File: config.mk
export PLATFORM = sky130hd
export DESIGN_NAME = hazard_stall_controller
export DESIGN_NICKNAME = d
export VERILOG_FILES = /design/src/rtl/hazard_stall_controller.sv
export SDC_FILE = /design/constraint.sdc
export NUM_CORES = 1
export LEC_CHECK = 0
export BUFFER_PORTS_ARGS = -buffer_cell sky130_fd_sc_hd__buf_2
export CAP_MARGIN = 10
export CORE_MARGIN = 2
export CORE_UTILIZATION = 45
export CTS_CLUSTER_SIZE = 40
export DETAILED_ROUTE_END_ITERATION = 8
export MAX_ROUTING_LAYER = met4
export PLACE_DENSITY_LB_ADDON = 0.05
export SETUP_SLACK_MARGIN = 0.02
export SLEW_MARGIN = 25
export SYNTH_ARGS = -nofsm -noshare
export SYNTH_HDL_FRONTEND = slang
export SYNTH_SLANG_ARGS = --single-unit
File: constraint.sdc
create_clock -name Clk -period 2.9 [get_ports Clk]
set_input_delay 0 -clock Clk [delete_from_list [all_inputs] [get_ports Clk]]
set_output_delay 0 -clock Clk [all_outputs]
set_load 0.05 [all_outputs]
File: src/rtl/hazard_stall_controller.sv
// Pipeline sequencing controller: detects hazards forwarding cannot cover (load-use,
// ID-stage branch operands, busy multiply/divide) and drives stall, bubble and flush controls.
module hazard_stall_controller #(
  parameter int MULDIV_LATENCY = 32,
  parameter int CNT_W          = 32
) (
  input  logic             Clk,
  input  logic             Rst,
  input  logic [4:0]       Rs_ID,
  input  logic [4:0]       Rt_ID,
  input  logic             UsesRs_ID,
  input  logic             UsesRt_ID,
  input  logic             Branch_ID,
  input  logic             BranchTaken_ID,
  input  logic             MulDivStart_ID,
  input  logic             HiLoRead_ID,
  input  logic [4:0]       WriteRegAddress_EX,
  input  logic [4:0]       WriteRegAddress_MEM,
  input  logic             RegWrite_EX,
  input  logic             RegWrite_MEM,
  input  logic             MemRead_EX,
  input  logic             MemRead_MEM,
  output logic             PCWrite,
  output logic             IFIDWrite,
  output logic             IDEXFlush,
  output logic             IFIDFlush,
  output logic             MulDivBusy,
  output logic [1:0]       StallCause,
  output logic [CNT_W-1:0] StallCycles
);

  localparam int MD_W = $clog2(MULDIV_LATENCY + 1);

  typedef enum logic [1:0] {
    CAUSE_NONE     = 2'd0,
    CAUSE_LOAD_USE = 2'd1,
    CAUSE_BRANCH   = 2'd2,
    CAUSE_MULDIV   = 2'd3
  } cause_e;

  logic [MD_W-1:0] md_cnt;
  logic            load_use;
  logic            br_haz;
  logic            md_haz;
  logic            stall;
  cause_e          cause;

  // Register $0 is hardwired to zero, so it never carries a dependency.
  function automatic logic reg_match(input logic [4:0] dst, input logic [4:0] src,
                                     input logic we);
    return we && (dst != 5'd0) && (dst == src);
  endfunction

  always_comb begin
    // NOTE: every signal gets a default first so no path leaves it unassigned (no latch).
    load_use = 1'b0;
    br_haz   = 1'b0;
    md_haz   = 1'b0;
    cause    = CAUSE_NONE;

    load_use = MemRead_EX &&
               ((UsesRs_ID && reg_match(WriteRegAddress_EX, Rs_ID, RegWrite_EX)) ||
                (UsesRt_ID && reg_match(WriteRegAddress_EX, Rt_ID, RegWrite_EX)));

    br_haz = Branch_ID &&
             (reg_match(WriteRegAddress_EX, Rs_ID, RegWrite_EX) ||
              reg_match(WriteRegAddress_EX, Rt_ID, RegWrite_EX) ||
              (MemRead_MEM && (reg_match(WriteRegAddress_MEM, Rs_ID, RegWrite_MEM) ||
                               reg_match(WriteRegAddress_MEM, Rt_ID, RegWrite_MEM))));

    md_haz = (MulDivStart_ID || HiLoRead_ID) && (md_cnt != '0);

    if (load_use)    cause = CAUSE_LOAD_USE;
    else if (br_haz) cause = CAUSE_BRANCH;
    else if (md_haz) cause = CAUSE_MULDIV;
  end

  assign stall = load_use || br_haz || md_haz;

  always_comb begin
    PCWrite    = !stall;
    IFIDWrite  = !stall;
    IDEXFlush  = stall;
    IFIDFlush  = BranchTaken_ID && !stall;
    StallCause = cause;
    // Hold the pipeline frozen and empty for as long as reset is asserted.
    if (Rst) begin
      PCWrite    = 1'b0;
      IFIDWrite  = 1'b0;
      IDEXFlush  = 1'b1;
      IFIDFlush  = 1'b1;
      StallCause = CAUSE_NONE;
    end
  end

  // A stalled mul/div does not issue, so the countdown only starts once it leaves ID.
  always_ff @(posedge Clk) begin
    // NOTE: state registers use non-blocking assignments so all flops update together.
    if (Rst)
      md_cnt <= '0;
    else if (MulDivStart_ID && !stall)
      md_cnt <= MD_W'(MULDIV_LATENCY);
    else if (md_cnt != '0)
      md_cnt <= md_cnt - 1'b1;
  end

  assign MulDivBusy = (md_cnt != '0);

  always_ff @(posedge Clk) begin
    if (Rst)
      StallCycles <= '0;
    else if (stall && (StallCycles != '1))
      StallCycles <= StallCycles + 1'b1;
  end

endmodule

### After elaboration in Yosys (flattened, before gate mapping)

Index checks and enable logic that the tools add are counted.

* bits in registers: 38
* input port bits: 32
* output and inout bits: 39
* logic and storage cells: 47

* $add $sub $neg: 2
* eq/ne operators: 5
* multiplexer cells: 9
* reductions and logical operators: 28

Operators with widths (number)
* $add A32 B1 Y32 const B: 1
* $ne A32 B32 Y1 const B: 1
* $eq A5 B5 Y1: 4
* $logic_and A1 B1 Y1: 15
* $mux W6: 2
* $reduce_bool A5 Y1: 2
* $mux W2: 4
* $logic_or A1 B1 Y1: 7
* $reduce_bool A6 Y1: 1
* $sub A6 B1 Y6 const B: 1
* $mux W1: 3
* $reduce_bool A2 Y1: 1
* $reduce_or A2 Y1: 1
* $logic_not A1 Y1: 1

### Longest topological paths before layout

* depth after elaboration: 12
* depth in mapped cells: 12
* gate-level depth less buffers: 9

### Least setup slack after synthesis

No wires, ideal clock.

* path kind: reg2out
* from: register md_cnt[0]
* to: output IDEXFlush
* arrival time: 3.189 ns
* required time: 2.900 ns
* slack: -0.289 ns
* stages on the path, launching flop included: 10
* path buffers: 1
* cell sequence: dfxtp_1 inv_1 ha_1 and3_1 buf_2 inv_1 o21ai_1 o221ai_4 nor3_1 inv_1

* word-level cells in the longest chain between the ends: 4

RTL lines
* from (decl): line 41 `logic [MD_W-1:0] md_cnt;`
* from (signal assigned): line 102 `md_cnt <= MD_W'(MULDIV_LATENCY);`
* from (signal assigned): line 104 `md_cnt <= md_cnt - 1'b1;`
* $reduce_bool A6 Y1
* named net MulDivBusy: line 27 `output logic MulDivBusy,`
* $logic_and A1 B1 Y1: line 71 `md_haz = (MulDivStart_ID || HiLoRead_ID) && (md_cnt != '0);`
* $logic_or A1 B1 Y1: line 78 `assign stall = load_use || br_haz || md_haz;`
* $mux W1: line 87 `if (Rst) begin`
* to (decl): line 25 `output logic IDEXFlush,`

The timed path passes the listed nets, and every way through them passes these cells.

### Worst setup path after layout

* from: register md_cnt[0]
* to: register StallCycles[19]

* word-level cells in the longest chain between the ends: 4

RTL lines
* $reduce_bool A6 Y1: line 71
* $logic_and A1 B1 Y1: line 71
* $logic_or A1 B1 Y1: line 78
* $logic_and A1 B1 Y1: line 112 `else if (stall && (StallCycles != '1))`
* to (signal assigned): line 113 `StallCycles <= StallCycles + 1'b1;`
* to (decl): line 29 `output logic [CNT_W-1:0] StallCycles`

No other way between the ends.
A chain may end at the register's enable or synchronous reset.

==> results.yml <==
detailed_routing:
  vias_per_cell: 5.35
  vias: 2270
  avgRoutedWirePerCell_um: 13.1
  routed_wl_mm: 5.55
  ant_nets: 0
  drt_iter0_markers: 94
  drc: 0
  dr.pass1.iters: 5
timing:
  slew_viol_final: 0
  setup_ws_ns: 0.430
  worstMarginPinSlew_ns: 0.968
  setup_violations: 0
  fin_skew_ns: 0.00414
  max_freq_mhz: 405
  rsz0062_at_grt: "false"
  slew-limit-headroom_pct: 35.2
  fin_crit_sh_pct: 85.2
  finalHoldViolations: 0
  fin_setup_tns_ns: 0
  period_needed_ns: 2.47
pwr:
  p_clk_share_pct: 24.7
  leakage_nw: 1.11
  ir_drop_uv: 460
  p_switching_w: 0.000703
  p_per_area_nw_per_um2: 614
  power_frac_seq_pct: 34.8
  p_int_w: 0.00105
  pwr-share-comb_pct: 40.5
  p_sw_share_pct: 40.2
placement:
  pre_cts_ws_ns: 0.419
  port_buffers: 70
  gp_congestion: 0.870
  hpwl_mm: 4.03
die:
  ios: 71
  dieArea_um2: 5870
  core_um2: 5110
  initial_core_util_pct: 46.4
  rows: 26
  die_w_um: 76.6
  die_h_um: 76.6
min_path:
  hold_path_end: "md_cnt[5]"
  hp-class: "input pin to flop"
  hold_depth: 2
  worstHoldStart: "Rst"
logic_synthesis:
  synth_ff_type: "dfxtp_1"
  yosysUniqueCellTypes: 50
  syn_inst: 286
  syn_area_per_cell_um2: 8.29
  syn-cell-area_um2: 2370
  yosys_warnings: 0
  ys_ff_latch: 38
  async_flop_share_pct: 0
  synth-seq-area-share_pct: 32.1
  syn-num-nets: 321
  synth-edff-count: 0
job:
  maxCapViolations: 0
worst_setup_path:
  r2r_end: "StallCycles[19]"
  cp.arrival_ns: 2.64
  cp_max_fo: 44
  ff2ff_path_depth: 9
  cpPeakStageDelay_ns: 0.79
  path_common_cell: "inv_1"
  crit_buf_inv: 2
  crit_type: "flop to flop"
  r2r_setup_slack_ns: 0.43
  cp.required_ns: 3.07
  slowest_stage: "o21ai_4"
  startpoint_type: "flop"
  cp_top_family: "compound AO/OA/AOI/OAI gates"
  path_cells: "inv_1 -> ha_1 -> and3_1 -> inv_1 -> o21ai_1 -> o221ai_4 -> o21ai_4 -> nor3_2 -> mux2_4"
  rr_startpoint: "md_cnt[0]"
  crit_path_end_kind: "flop"
clock_tree:
  cts_tree: "yes"
  ctsLongestPathBuffers: 2
  htree_levels: 2
  cts_root_buf: "clkbuf_8"
  cts.clk_slew.worst_paths_ns: 0.07
  numClockSinks: 38
  worstSkewPairLatency_ns: 0.28
  post_cts.repair.setup_buffers: 0
  numCtsBuffers: 5
layout:
  antenna_cells: 0
  finish.utilization_pct: 55.9
  area_delta_synth_final_pct: 20.3
  drive_gt1_share_pct: 27.7
  nFillCells: 520
  nets: 388
global_route:
  grt.total_usage_pct: 19.3
  grt_start_max_net_pins: 47
  grt.overflow.total: 0
  grt_antenna_before_repair: 0
  grt_pass1_vias: 2060
  grt_pass1_wl_mm: 9.18
run_status:
  status: "finished, final reports clean"
==> what timing repair did <==
action / in CTS / in global routing
endpoints found under the hold margin: 2 / 0
hold buffers: 1 / 0
gates resized for setup: 0 / 0
==> layer usage <==
metal	GRT usage, %	routed length, µm	up-vias
met3	4.38	239	2
met1	23.1	2610	1055
met4	4.73	21	0
li1	-	-	1172
met2	32.8	2680	41
met5	-	0	-
==> logic make-up after synthesis <==
group,synth area share [%]
mux,2.64
buf+inv,5.54
simple gates,28.7
compound gates,19.1
fa+ha+maj,1.58
xor+xnor,10.3
flops,32.1
==> registers in the layout, indices dropped and copies added, names as in the netlist <==
signal       count
md_cnt           6
StallCycles     32
==> synthesized netlist by cell type, types with 2 or more instances <==
cell	n	share of area [%]
a211oi_1	2	0.63
a21oi_1	27	5.7
a22oi_1	2	0.63
and2_1	2	0.53
and3_1	7	1.8
and4_1	2	0.74
buf_2	2	0.42
buf_6	3	1.4
clkbuf_1	6	0.95
dfxtp_1	38	32
ha_1	3	1.6
inv_1	10	1.6
mux2_2	2	0.95
mux2_4	2	1.3
nand2_1	20	3.2
nand3_1	12	2.5
nand4_1	4	1.1
nor2_1	25	4.0
nor2b_1	4	1.1
nor3_1	11	2.3
nor3_2	4	1.7
o21ai_0	8	1.7
o21ai_1	4	0.84
o31ai_1	13	4.1
or3_1	9	2.4
or4_1	14	4.4
xnor2_1	4	1.5
xor2_1	24	8.9
==> cell type report <==
| class | count | area (µm²) | share of cell area, % |
|---|---|---|---|
| multi-input cells | 225 | 1490 | 52.1 |
| clock inverters | 1 | 30.0 | 1.05 |
| well taps | 70 | 87.6 | 3.07 |
| flip-flops and latches | 38 | 761 | 26.7 |
| clock buffers | 7 | 76.3 | 2.68 |
| inverters | 10 | 37.5 | 1.32 |
| repair buffers | 73 | 375 | 13.2 |
==> power by group through the flow <==
stage | Clock (W) | Sequential [W] | Combinational (W)
final | 0.000432 | 0.000609 | 0.000709
after global routing | 0.000471 | 0.000617 | 0.000788
after CTS | 0.000450 | 0.000611 | 0.000716
after detailed placement | 0 | 0.000622 | 0.000711
after global placement | 0 | 0.000621 | 0.000708
after floorplan | 0 | 0.000667 | 0.000585
==> through the flow <==
step / area (µm²) / hold slack, ns / cells / power (W)
after global placement: 2740 / 0.261 / 415 / 0.00133
after CTS: 2850 / 0.308 / 424 / 0.00178
final: 2850 / 0.320 / 424 / 0.00175
after floorplan: 2380 / 0.0935 / 286 / 0.00125
after global routing: 2850 / 0.364 / 424 / 0.00188
after detailed placement: 2740 / 0.260 / 415 / 0.00133
==> layout by cell type (no fill, tap or decap), types with 2 or more instances in the layout <==
cell type   n
o31ai_1    13
or4_1      14
nor3_1     10
ha_1        3
nand2_1    20
clkbuf_8    5
o21ai_1     4
buf_4       2
and4_1      2
nor2_1     25
nor2b_1     4
xnor2_1     4
xor2_1     24
o21ai_0     8
mux2_2      2
clkbuf_1    2
nor3_2      5
a22oi_1     2
nand3_1    12
and3_1      7
dfxtp_1    38
and2_1      2
a21oi_1    27
buf_2      70
nand4_1     4
mux2_4      2
inv_1      10
or3_1       9
a211oi_1    2
==> worst max-delay path by stage <==
stage	cells past startpoint	slack [ns]	end	start
final	9	0.43	StallCycles[19]	md_cnt[0]
after global routing	9	0.25	StallCycles[19]	md_cnt[0]
after CTS	9	0.39	StallCycles[19]	md_cnt[0]
after detailed placement	9	0.42	StallCycles[7]	md_cnt[0]
after global placement	8	0.47	StallCycles[19]	WriteRegAddress_EX[1]
after floorplan	9	0.32	IDEXFlush	md_cnt[0]
No activity file was read; power rests on OpenSTA's default activity.
